File: config.mk
export PLATFORM = sky130hd
export DESIGN_NAME = fetch_stage_flat
export DESIGN_NICKNAME = d
export VERILOG_FILES = /design/src/rtl/fetch_stage_if.sv /design/src/rtl/fetch_stage.sv /design/src/flat_wrapper.sv
export SDC_FILE = /design/constraint.sdc
export NUM_CORES = 1
export LEC_CHECK = 0
export ABC_AREA = 1
export CORE_MARGIN = 3
export CORE_UTILIZATION = 40
export DETAILED_ROUTE_END_ITERATION = 6
export PLACE_DENSITY = 0.67
export SETUP_SLACK_MARGIN = 0.15
export SYNTH_ARGS = -nofsm -noshare
export SYNTH_HDL_FRONTEND = slang
export SYNTH_SLANG_ARGS = --single-unit
File: constraint.sdc
create_clock -name clk -period 4.2 [get_ports clk]
set_input_delay 0.84 -clock clk [delete_from_list [all_inputs] [get_ports clk]]
set_output_delay 0.84 -clock clk [all_outputs]
set_load 0.005 [all_outputs]
File: src/rtl/fetch_stage_if.sv
// Fetch-stage connection bundle: branch/halt from execute, instruction memory
// port and the valid/stall handshake to decode.
interface fetch_stage_if #(
    parameter int ADDR_W = 16,
    parameter int INST_W = 32
);
    logic              branch_i;
    logic [ADDR_W-1:0] baddr_i;
    logic              halt_i;
    logic              imem_req_o;
    logic [ADDR_W-1:0] imem_addr_o;
    logic [INST_W-1:0] imem_data_i;
    logic              v_o;
    logic [INST_W-1:0] inst_o;
    logic [ADDR_W-1:0] addr_o;
    logic              stall_i;

    // Environment side: execute, instruction memory and decode.
    modport master (
        output branch_i, baddr_i, halt_i, imem_data_i, stall_i,
        input  imem_req_o, imem_addr_o, v_o, inst_o, addr_o
    );

    // Fetch stage side.
    modport slave (
        input  branch_i, baddr_i, halt_i, imem_data_i, stall_i,
        output imem_req_o, imem_addr_o, v_o, inst_o, addr_o
    );
endinterface

File: src/rtl/fetch_stage.sv
// Instruction-fetch stage: PC sequencing with branch redirect, 1-cycle
// synchronous imem, 2-entry return queue feeding decode.
module fetch_stage #(
    parameter int              ADDR_W   = 16,
    parameter int              INST_W   = 32,
    parameter logic [ADDR_W-1:0] RESET_PC = '0
) (
    input  logic          clk,
    input  logic          rst,
    fetch_stage_if.slave  bus
);
    logic [ADDR_W-1:0] r_pc;
    logic [ADDR_W-1:0] r_req_addr;
    logic              r_inflight;
    logic              r_halted;
    logic [1:0]        r_count;
    logic              r_head;
    logic [ADDR_W-1:0] r_q_addr [2];
    logic [INST_W-1:0] r_q_inst [2];

    logic              w_pop;
    logic              w_push;
    logic              w_can_issue;
    logic              w_seq_req;
    logic              w_req;
    logic [2:0]        w_occ;
    logic              w_wr_idx;

    assign w_pop       = (r_count != 2'd0) & ~bus.stall_i & ~bus.branch_i;
    assign w_push      = r_inflight & ~bus.branch_i;
    assign w_can_issue = ~r_halted & ~bus.halt_i;
    // Entries held or owed after this cycle; a new request needs a free slot.
    assign w_occ       = {1'b0, r_count} + {2'b00, r_inflight} - {2'b00, w_pop};
    assign w_seq_req   = w_can_issue & (w_occ < 3'd2);
    assign w_req       = bus.branch_i ? w_can_issue : w_seq_req;
    // Tail slot is head+count mod 2; a push never happens with count=2.
    assign w_wr_idx    = r_head ^ r_count[0];

    assign bus.imem_req_o  = w_req & rst;
    assign bus.imem_addr_o = bus.branch_i ? bus.baddr_i : r_pc;
    assign bus.v_o         = (r_count != 2'd0);
    assign bus.inst_o      = r_q_inst[r_head];
    assign bus.addr_o      = r_q_addr[r_head];

    always_ff @(posedge clk or negedge rst) begin
        if (!rst) begin
            r_pc       <= RESET_PC;
            r_req_addr <= '0;
            r_inflight <= 1'b0;
            r_halted   <= 1'b0;
            r_count    <= '0;
            r_head     <= 1'b0;
        end else begin
            if (bus.halt_i) begin
                r_halted <= 1'b1;
            end
            if (bus.branch_i) begin
                r_count    <= '0;
                r_head     <= 1'b0;
                r_inflight <= w_can_issue;
                if (w_can_issue) begin
                    r_pc       <= bus.baddr_i + ADDR_W'(1);
                    r_req_addr <= bus.baddr_i;
                end else begin
                    r_pc <= bus.baddr_i;
                end
            end else begin
                r_count    <= r_count + {1'b0, w_push} - {1'b0, w_pop};
                r_inflight <= w_seq_req;
                if (w_pop) begin
                    r_head <= ~r_head;
                end
                if (w_seq_req) begin
                    r_pc       <= r_pc + ADDR_W'(1);
                    r_req_addr <= r_pc;
                end
            end
        end
    end

    always_ff @(posedge clk) begin
        if (w_push) begin
            r_q_addr[w_wr_idx] <= r_req_addr;
            r_q_inst[w_wr_idx] <= bus.imem_data_i;
        end
    end
endmodule

File: src/flat_wrapper.sv
// flat-port wrapper written by rule: the top's interface ports become plain ports
module fetch_stage_flat 
#(
    parameter int              ADDR_W   = 16,
    parameter int              INST_W   = 32,
    parameter logic [ADDR_W-1:0] RESET_PC = '0
)
  (clk, rst, bus_branch_i, bus_baddr_i, bus_halt_i, bus_imem_data_i, bus_stall_i, bus_imem_req_o, bus_imem_addr_o, bus_v_o, bus_inst_o, bus_addr_o);
  fetch_stage_if #(.ADDR_W(ADDR_W), .INST_W(INST_W)) bus_i ();
  input  logic clk;
  input  logic rst;
  input wire logic [$bits(bus_i.branch_i)-1:0] bus_branch_i;
  input wire logic [$bits(bus_i.baddr_i)-1:0] bus_baddr_i;
  input wire logic [$bits(bus_i.halt_i)-1:0] bus_halt_i;
  input wire logic [$bits(bus_i.imem_data_i)-1:0] bus_imem_data_i;
  input wire logic [$bits(bus_i.stall_i)-1:0] bus_stall_i;
  output wire logic [$bits(bus_i.imem_req_o)-1:0] bus_imem_req_o;
  output wire logic [$bits(bus_i.imem_addr_o)-1:0] bus_imem_addr_o;
  output wire logic [$bits(bus_i.v_o)-1:0] bus_v_o;
  output wire logic [$bits(bus_i.inst_o)-1:0] bus_inst_o;
  output wire logic [$bits(bus_i.addr_o)-1:0] bus_addr_o;
  assign bus_i.branch_i = bus_branch_i;
  assign bus_i.baddr_i = bus_baddr_i;
  assign bus_i.halt_i = bus_halt_i;
  assign bus_i.imem_data_i = bus_imem_data_i;
  assign bus_i.stall_i = bus_stall_i;
  assign bus_imem_req_o = bus_i.imem_req_o;
  assign bus_imem_addr_o = bus_i.imem_addr_o;
  assign bus_v_o = bus_i.v_o;
  assign bus_inst_o = bus_i.inst_o;
  assign bus_addr_o = bus_i.addr_o;
  fetch_stage #(.ADDR_W(ADDR_W), .INST_W(INST_W), .RESET_PC(RESET_PC)) u_core (.clk(clk), .rst(rst), .bus(bus_i));
endmodule
==> parameters.txt, run 1 <==
Parameter                              Value

CTS
  CTS tree    done
  Number of buffers added by the clock tree synthesis step    17
  CTS Hold Bufs    0
  H-tree level count    4
  Cell at the root of the clock tree    sky130_fd_sc_hd__clkbuf_16
  TritonCTS sink count    133
  Clk pin slew, worst setup/hold paths    roughly 50 ps
  Max Buffers Root-to-Sink    2
  Clock latency on the worst-skew pair    410 ps

Synth
  Top-count cell post-synth    sky130_fd_sc_hd__nand2_1
  Sequential cell area fraction in the yosys report    0.6242
  Count of mapped cells out of synthesis    approximately 650
  Predominant post-synthesis flop cell    sky130_fd_sc_hd__edfxtp_1
  Post-synth ARST share    0.2782
  Synth top area share    0.4724
  Post-Synthesis Net Count    706
  Warning count from the yosys run    0
  Top post-synthesis cells by count    271 x sky130_fd_sc_hd__nand2_1, 96 x sky130_fd_sc_hd__edfxtp_1, 39 x sky130_fd_sc_hd__nor2_1
  Number of register bits inferred by synthesis    133
  Number of distinct standard cells referenced by the synthesized netlist    37
  Post-synthesis cell area    6102 sq um
  Cells taking the most area after synthesis    sky130_fd_sc_hd__edfxtp_1 47%, sky130_fd_sc_hd__nand2_1 17%, sky130_fd_sc_hd__dfrtp_1 15%
  Average cell area after synthesis    around 9.4 sq um
  Leading area contributor after synthesis    sky130_fd_sc_hd__edfxtp_1
  EDFF count, synth    96

Worst setup path
  Launch instance of the worst register-to-register path    u_core.r_count[1]
  Required time of the worst setup path    3360 ps
  Cell Chain, Critical Path    clkdlybuf4s50_1 -> a21oi_1 -> inv_1 -> nor2_2 -> ha_1 -> or2_4 -> fa_2 -> nand2_4 -> nor2_8 -> nor2_4 -> nor3b_2 -> buf_2
  Master of the slowest instance on the critical path    sky130_fd_sc_hd__fa_2
  Crit path arrival time    3110 ps
  Sort of element at the start of the critical path    input pin
  Crit Path Max Fanout    2
  Critical Path Max Stage Delay    560 ps
  Crit path launch    bus_stall_i
  Critical Path End Type    output pin
  Worst setup path category    in2out

Route
  Met2 routed WL    roughly 6500 um
  Detail Route met3 WL    959 um
  Total number of vias    about 4800
  ANT nets after route    0
  Number of iterations in the first detailed-routing pass    5
  Met1 routed wirelength after detailed routing    6759 um
  DRC Markers    0
  WL/cell    14.89 um
  Top Layer Used    met4
  DRT Wirelength    14450 um
  Iter 0 DRT Violations    272
  Vias per Instance    4.978

Final layout
  Share of final-layout standard cells stronger than drive strength 1    0.08259
  Area of combinational cells with multiple inputs    2046 sq um
  Diodes inserted    0
  Fillers    about 1300
  Final Util    0.5467
  # nets final    833
  Sequential cell area    3810 sq um
  Area overhead of the layout relative to synthesis    32.19%

Outcome
  Outcome    complete, no violations

STA
  Clk_skew    approximately 6 ps
  Part of the cycle the worst path needs    0.9405
  Final critical-path required period    3950 ps
  Max Transition Viols Final    0
  Hold violation total from the final report    0
  TNS Setup    0 ps
  Setup repair after global routing missed its margin    no
  Upper clock frequency limit    253.2 MHz
  Final Setup Violations    0
  Tightest slew margin relative to the limit    0.4133
  Slew at the pin with the worst max-slew slack    ~880 ps

Floorplanning
  Floorplan die height    129.5 um
  Total number of placement rows    44
  Number of I/O pins    119
  Overall die area    16770 sq um
  Floorplan core area    14750 sq um
  Starting Density    0.4136
  Floorplan die width    129.5 um

Power and ir drop
  Pwr/cell area    371.7 nW/um^2
  Worst-case vdd ir drop    between 0.2 and 0.3 mV
  Static leakage    3.422 nW
  Total Power Consumption    2.998 mW

GRT
  Remaining global-route overflow    0
  Largest net degree at the start of global routing    51
  Vias in the first global route    4610
  Antenna violations before repair    0
  Global-route usage over all layers    0.1759
  Wire length of the first global-routing pass    22740 um

Placed design
  DP Wirelength    9869 um
  Number of buffers added on ports    118
  RD Place Congestion    ~0.9

Hold path
  Classification of the worst-slack hold path    reg2reg
  Worst min-delay path startpoint    u_core.r_req_addr[1]

Run
  Max capacitance violation total    0
-- power by group --
group	total (mW)	internal, mW	switching (mW)
registers	1.44	1.42	0.0209
logic	0.223	0.105	0.118
clock network	1.33	0.803	0.530
-- routing by layer --
| layer | vias up | GRT usage |
|---|---|---|
| met5 | - | 0 |
| met4 | 0 | 0.05623 |
| met3 | 16 | 0.05153 |
| met2 | 181 | 0.2738 |
| met1 | 2229 | 0.2394 |
| li1 | 2408 | - |
-- per-stage QoR --
stage,setup WS (ps),instance area (sq um),instances,hold WS [ps]
after floorplan,179.2,6107,647,435.7
after global placement,-222.9,7487,936,443.5
after detailed placement,-302.8,7487,936,450.6
after CTS,150.4,8049,970,463.0
after global routing,153.7,8066,971,482.9
final,249.8,8066,971,461.0
-- layout make-up --
class	instances	share of cell area
clock inverter	15	0.01443
sequential	133	0.4723
multi-input combinational	448	0.2536
timing repair buffer	132	0.1588
tap	184	0.02854
clock buffer	17	0.05274
inverter	42	0.01954
-- state kept, by name, indices dropped and copies added (netlist names) --
| register | count |
|---|---|
| u_core.r_count | 2 |
| u_core.r_halted | 1 |
| u_core.r_head | 1 |
| u_core.r_inflight | 1 |
| u_core.r_pc | 16 |
| u_core.r_q_addr | 32 |
| u_core.r_q_inst | 64 |
| u_core.r_req_addr | 16 |
-- critical path: cells and delay by family --
| kind | cells | cell delay (ps) |
|---|---|---|
| and+or+nand+nor | 6 | 740 |
| adders and majority gates | 2 | 800 |
| buffers and inverters | 3 | 620 |
| AOI/OAI and AO/OA | 1 | 120 |
-- timing repair --
action | CTS | global route
gates cloned | 0 | 0
buffers inserted | 2 | 1
gates resized for setup | 7 | 3
endpoints found under the setup margin | 1 | 1
pin swaps | 4 | 3
-- worst paths after layout --
path	to	cells past startpoint	slack, ps
max	bus_imem_req_o	12	250
min	u_core.r_q_addr[0][1]	0	460
max reg2reg	u_core.r_req_addr[5]	14	1230
min reg2reg	u_core.r_q_addr[0][1]	0	460
max in group asynchronous	u_core.r_head	2	2910
min in group asynchronous	u_core.r_pc[14]	2	900
-- kinds of logic (layout without fill, tap and decap cells) --
family,count (synthesis),in the layout,synth area share
compound gates,70,70,0.06233
xor+xnor,5,5,0.007178
fa+ha+maj,6,6,0.01353
buf+inv,66,206,0.04593
flops,133,133,0.6242
simple gates,367,367,0.2469
-- placed cells by master, fill, tap and decap left out, types with 2 or more instances in the layout --
cell / count
sky130_fd_sc_hd__nand2_2: 2
sky130_fd_sc_hd__xor2_1: 2
sky130_fd_sc_hd__dfrtp_1: 36
sky130_fd_sc_hd__inv_2: 4
sky130_fd_sc_hd__o21bai_1: 2
sky130_fd_sc_hd__ha_1: 5
sky130_fd_sc_hd__nor2_2: 2
sky130_fd_sc_hd__clkdlybuf4s50_1: 117
sky130_fd_sc_hd__edfxtp_1: 96
sky130_fd_sc_hd__clkinv_4: 4
sky130_fd_sc_hd__a31oi_1: 2
sky130_fd_sc_hd__nand3_1: 29
sky130_fd_sc_hd__a21oi_1: 10
sky130_fd_sc_hd__o21ai_1: 12
sky130_fd_sc_hd__a21boi_0: 2
sky130_fd_sc_hd__clkinv_2: 8
sky130_fd_sc_hd__nor2_4: 3
sky130_fd_sc_hd__buf_4: 14
sky130_fd_sc_hd__nand4_1: 10
sky130_fd_sc_hd__nand2_1: 270
sky130_fd_sc_hd__nor3_1: 6
sky130_fd_sc_hd__a22oi_1: 2
sky130_fd_sc_hd__nor2_1: 38
sky130_fd_sc_hd__o21ai_0: 35
sky130_fd_sc_hd__xnor2_1: 3
sky130_fd_sc_hd__clkbuf_16: 17
sky130_fd_sc_hd__inv_1: 38
No activity file was read; power rests on OpenSTA's default activity.
==> run 2, diff against run 1 <==
- REMOVE_ABC_BUFFERS: unset -> 1
==> parameters.txt, run 2 (synthesis results as in run 1) <==
Parameter                              Value

Outcome
  Outcome    complete, no violations

Run
  Max capacitance violation total    0

Power and ir drop
  Register share of total power    0.465
  Power share of the combinational group    0.072
  Worst-case vdd ir drop    0.2539 mV
  Clock share of power    0.464
  Net switching component of the power    0.6441 mW
  Switching share of power    0.2075
  Total Power Consumption    3.104 mW
  Pwr/cell area    384.7 nW/um^2
  Static leakage    3.413 nW
  Internal cell power    2.460 mW

GRT
  Antenna violations before repair    0
  Largest net degree at the start of global routing    51
  Wire length of the first global-routing pass    22910 um
  Remaining global-route overflow    0
  Vias in the first global route    about 4700
  Global-route usage over all layers    0.1760

Hold path
  Hold Path Sink    u_core.r_q_addr[0][0]
  Worst min-delay path startpoint    u_core.r_req_addr[0]
  Hold Crit Depth    0
  Classification of the worst-slack hold path    reg2reg

Floorplanning
  Starting Density    0.4136
  Floorplan die height    129.5 um
  Overall die area    between 15000 and 20000 sq um
  Total number of placement rows    44
  Floorplan die width    129.5 um
  Floorplan core area    roughly 15000 sq um
  Number of I/O pins    119

Worst setup path
  Critical Path Max Stage Delay    530 ps
  Required time of the worst setup path    3360 ps
  Critical Path End Type    output pin
  Sort of element at the start of the critical path    input pin
  Cell Chain, Critical Path    dlygate4sd2_1 -> nor2_2 -> ha_1 -> or2_2 -> fa_1 -> nand2_2 -> nor2_8 -> nor2_2 -> nor3b_2 -> buf_2
  Launch instance of the worst register-to-register path    u_core.r_count[1]
  Crit path arrival time    2950 ps
  Worst-case reg-to-reg path depth    15
  Crit-path most repeated cell    sky130_fd_sc_hd__nor2_2
  Reg-to-reg setup timing slack    1100 ps
  Worst setup path category    in2out
  Reg2Reg Capture Point    u_core.r_pc[5]
  Crit path launch    bus_branch_i
  Crit Path Max Fanout    2
  Master of the slowest instance on the critical path    sky130_fd_sc_hd__fa_1

Route
  Iter 0 DRT Violations    376
  ANT nets after route    0
  WL/cell    14.68 um
  Number of iterations in the first detailed-routing pass    4
  DRC Markers    0
  Vias per Instance    5.018
  Total number of vias    4857
  DRT Wirelength    14210 um

Final layout
  Area overhead of the layout relative to synthesis    32.21%
  Share of final-layout standard cells stronger than drive strength 1    0.07653
  Final Util    0.5468
  Sequential cell area    3810 sq um
  Diodes inserted    0
  Max FFs per register    between 60 and 70
  Area of combinational cells with multiple inputs    2026 sq um
  # nets final    830
  Fillers    1272
  Register with the most flip-flops    u_core.r_q_inst
  Largest registers ranked by flip-flop count    u_core.r_q_inst (64), u_core.r_q_addr (32)
  Most common cell after layout, fill and taps aside    sky130_fd_sc_hd__nand2_1
  Most used cells in the layout excluding fill and tap cells    271 x sky130_fd_sc_hd__nand2_1, 114 x sky130_fd_sc_hd__clkdlybuf4s50_1, 96 x sky130_fd_sc_hd__edfxtp_1

STA
  Upper clock frequency limit    263.8 MHz
  Clk_skew    8.341 ps
  Setup repair after global routing missed its margin    no
  Final Setup Violations    0
  Tightest slew margin relative to the limit    0.2280
  Final critical-path required period    3791 ps
  Part of the cycle the worst path needs    0.9026
  Hold violation total from the final report    0
  TNS Setup    0 ps
  Slew at the pin with the worst max-slew slack    1158 ps
  Max Transition Viols Final    0

CTS
  H-tree level count    4
  CTS Hold Bufs    0
  Number of buffers added by the clock tree synthesis step    17
  Max Buffers Root-to-Sink    2
  Clk pin slew, worst setup/hold paths    about 50 ps
  CTS tree    done
  TritonCTS sink count    133
  Clock latency on the worst-skew pair    400 ps
  Cell at the root of the clock tree    sky130_fd_sc_hd__clkbuf_16

Placed design
  RD Place Congestion    0.9106
  Number of buffers added on ports    118
  DP Wirelength    between 9000 and 10000 um
-- run 2: layer usage --
| metal | vias to the layer above | GRT usage | share of wire |
|---|---|---|---|
| li1 | 2394 | - | - |
| met1 | 2247 | 0.2295 | 0.45 |
| met2 | 196 | 0.2796 | 0.46 |
| met3 | 20 | 0.04411 | 0.072 |
| met4 | 0 | 0.07885 | 0.021 |
| met5 | - | 0 | 0 |
-- run 2: final cells by class --
type                       instances  share of cell area
inverter                          42             0.01954
multi-input combinational        448              0.2511
tap                              184             0.02854
timing repair buffer             129              0.1556
clock inverter                     8             0.01210
sequential                       133              0.4722
clock buffer                      24             0.06095
-- run 2: power groups by stage --
| stage | Clock [mW] | Sequential [mW] | Combinational, mW |
|---|---|---|---|
| after floorplan | 0 | 1.46 | 0.0871 |
| after global placement | 0 | 1.47 | 0.217 |
| after detailed placement | 0 | 1.47 | 0.220 |
| after CTS | 1.46 | 1.44 | 0.222 |
| after global routing | 1.52 | 1.44 | 0.247 |
| final | 1.44 | 1.44 | 0.222 |
-- run 2: repair_timing --
action | in CTS | in global routing
endpoints found under the setup margin | 1 | 1
pin swaps | 2 | 2
buffers inserted | 1 | 0
gates resized for setup | 6 | 2
-- run 2: per-stage QoR --
step | setup WS, ps | cells | instance area, sq um | hold slack [ps]
floorplan | -837.3 | 623 | 5979 | 435.7
global placement | -158.9 | 935 | 7468 | 444.8
detailed placement | -249.2 | 935 | 7468 | 454.5
CTS | 161.5 | 968 | 8061 | 471.7
global route | 291.9 | 968 | 8068 | 482.0
finish | 409.3 | 968 | 8068 | 470.1
-- run 2: how the worst max path moves through the flow --
stage | cells past startpoint | slack (ps) | to
after global placement | 10 | -160 | bus_imem_req_o
after detailed placement | 12 | -250 | bus_imem_req_o
after floorplan | 2 | -840 | u_core.r_q_addr[1][0]
after CTS | 12 | 160 | bus_imem_req_o
after global routing | 12 | 290 | bus_imem_req_o
final | 10 | 410 | bus_imem_req_o
-- run 2: critical path, delay by kind of cell --
| kind | cells | cell delay, ps |
|---|---|---|
| fa+ha+maj | 2 | 760 |
| buf+inv | 2 | 440 |
| simple gates | 6 | 890 |
==> run 3, diff against run 2 <==
- CORE_ASPECT_RATIO: unset -> 1.5
==> parameters.txt, run 3 (synthesis results as in run 1) <==
Parameter                              Value

Worst setup path
  Worst-case reg-to-reg path depth    17
  Required time of the worst setup path    3360 ps
  Logic depth of the worst setup path including buffers    12
  Crit path launch    bus_stall_i
  Cell family with most CP delay    simple AND/OR/NAND/NOR gates
  Combined buffer and inverter count along the critical path    3
  Worst setup path category    in2out
  Capturing element of the worst setup path    bus_imem_req_o
  Reg2Reg Capture Point    u_core.r_pc[10]
  Crit path arrival time    3150 ps
  Launch instance of the worst register-to-register path    u_core.r_count[1]
  Master of the slowest instance on the critical path    sky130_fd_sc_hd__fa_2
  Cell Chain, Critical Path    dlygate4sd2_1 -> a21oi_1 -> inv_1 -> nor2_2 -> ha_1 -> or2_2 -> fa_2 -> nand2_2 -> nor2_8 -> nor2_4 -> nor3b_4 -> buf_2
  Sort of element at the start of the critical path    input pin
  Critical Path Max Stage Delay    550 ps
  Crit Path Max Fanout    2
  Critical Path End Type    output pin
  Reg-to-reg setup timing slack    1050 ps

STA
  Final critical-path required period    3992 ps
  Max Transition Viols Final    0
  Hold violation total from the final report    0
  Tightest slew margin relative to the limit    0.4269
  Final Setup Violations    0
  Upper clock frequency limit    around 250 MHz
  Clk_skew    17.92 ps
  TNS Setup    0 ps
  Part of the cycle the worst path needs    0.9505
  Slew at the pin with the worst max-slew slack    ~860 ps
  Setup repair after global routing missed its margin    no
  Minimum setup slack in the final design    around 210 ps

Floorplanning
  Number of I/O pins    119
  Floorplan die height    157.3 um
  Floorplan core area    14730 sq um
  Overall die area    16800 sq um
  Starting Density    0.4143
  Floorplan die width    between 100 and 150 um
  Total number of placement rows    54

GRT
  Global-route usage over all layers    0.1821
  Largest net degree at the start of global routing    51
  Antenna violations before repair    0
  Wire length of the first global-routing pass    24040 um
  Vias in the first global route    4833
  Remaining global-route overflow    0

Placed design
  RD Place Congestion    around 0.88
  Worst slack after detailed placement    -451.1 ps
  Number of buffers added on ports    118
  Cells after DPL    950
  Cell area after placement    7506 sq um
  DP Wirelength    around 10000 um

Final layout
  Fillers    1347
  Share of final-layout standard cells stronger than drive strength 1    0.08503
  Register with the most flip-flops    u_core.r_q_inst
  Final Util    0.5522
  Max FFs per register    64
  Count of non-filler cells in the finished layout    984
  Most common cell after layout, fill and taps aside    sky130_fd_sc_hd__nand2_1
  Area overhead of the layout relative to synthesis    33.28%
  Most used cells in the layout excluding fill and tap cells    270 x sky130_fd_sc_hd__nand2_1, 114 x sky130_fd_sc_hd__clkdlybuf4s50_1, 96 x sky130_fd_sc_hd__edfxtp_1
  Area of combinational cells with multiple inputs    2038 sq um
  Largest registers ranked by flip-flop count    u_core.r_q_inst (64), u_core.r_q_addr (32)
  Diodes inserted    0
  # nets final    834
  Post-route design area    8133 sq um
  Sequential cell area    between 3000 and 4000 sq um

Route
  WL/cell    15.04 um
  Vias per Instance    4.917
  Total number of vias    4838
  DRC Markers    0
  DRT Wirelength    14800 um
  Iter 0 DRT Violations    274
  ANT nets after route    0
  Number of iterations in the first detailed-routing pass    5

CTS
  Number of buffers added by the clock tree synthesis step    17
  H-tree level count    4
  TritonCTS sink count    133
  Clock latency on the worst-skew pair    roughly 410 ps
  Cell at the root of the clock tree    sky130_fd_sc_hd__clkbuf_16
  CTS Hold Bufs    0
  CTS tree    done
  Clk pin slew, worst setup/hold paths    60 ps
  Max Buffers Root-to-Sink    2

Power and ir drop
  Static leakage    3.449 nW
  Worst-case vdd ir drop    0.2753 mV
  Pwr/cell area    386.2 nW/um^2

Run
  Max capacitance violation total    0

Outcome
  Outcome    complete, no violations

Hold path
  Classification of the worst-slack hold path    reg2reg
run 3: cell types whose count changed in the layout (fill, tap and decap cells not counted), sizes merged:
cell	previous run	this run
dlymetal6s2s	1	0
bufinv	2	3
dlygate4sd2	1	2
clkbuf	24	19
buf	13	17
clkinv	3	9
clkinvlp	3	1
run 3: worst min path at each step:
| stage | startpoint | to | slack [ps] | depth (start not counted) |
|---|---|---|---|---|
| 6_report | u_core.r_req_addr[4] | u_core.r_q_addr[0][4] | 460 | 0 |
| 5_1_grt | u_core.r_req_addr[8] | u_core.r_q_addr[0][8] | 480 | 0 |
| 4_1_cts | u_core.r_req_addr[14] | u_core.r_q_addr[0][14] | 470 | 0 |
| 3_5_place_dp | u_core.r_req_addr[14] | u_core.r_q_addr[1][14] | 460 | 0 |
| 3_3_place_gp | u_core.r_req_addr[3] | u_core.r_q_addr[0][3] | 450 | 0 |
| 2_1_floorplan | u_core.r_req_addr[0] | u_core.r_q_addr[0][0] | 440 | 0 |
run 3: metal layers:
metal / share of wire / track usage / wire (um)
met1: 0.40 / 0.2050 / 5907
met2: 0.51 / 0.3255 / 7599
met3: 0.057 / 0.04185 / 843
met4: 0.030 / 0.08470 / 450
met5: 0 / 0 / 0
run 3: repair_timing:
item,4_1_cts,5_1_grt
pin swaps,4,3
buffers inserted,0,2
endpoints found under the setup margin,1,1
gates resized for setup,9,2
run 3: cell type report:
cell class / count / share of cell area
clock inverter: 13 / 0.01938
tap: 196 / 0.03015
sequential: 133 / 0.4685
clock buffer: 19 / 0.05446
inverter: 42 / 0.01938
multi-input combinational: 448 / 0.2506
timing repair buffer: 133 / 0.1575
run 3: report_power, final:
group          internal [mW]  switching (mW)
Clock                  0.947           0.532
Combinational          0.104           0.116
Sequential              1.42          0.0207
run 3: through the flow:
stage	hold slack, ps	total power, mW
CTS	472.4	3.170
finish	464.0	3.141
global placement	445.5	1.683
detailed placement	455.5	1.686
global route	483.4	3.251
floorplan	435.7	1.549
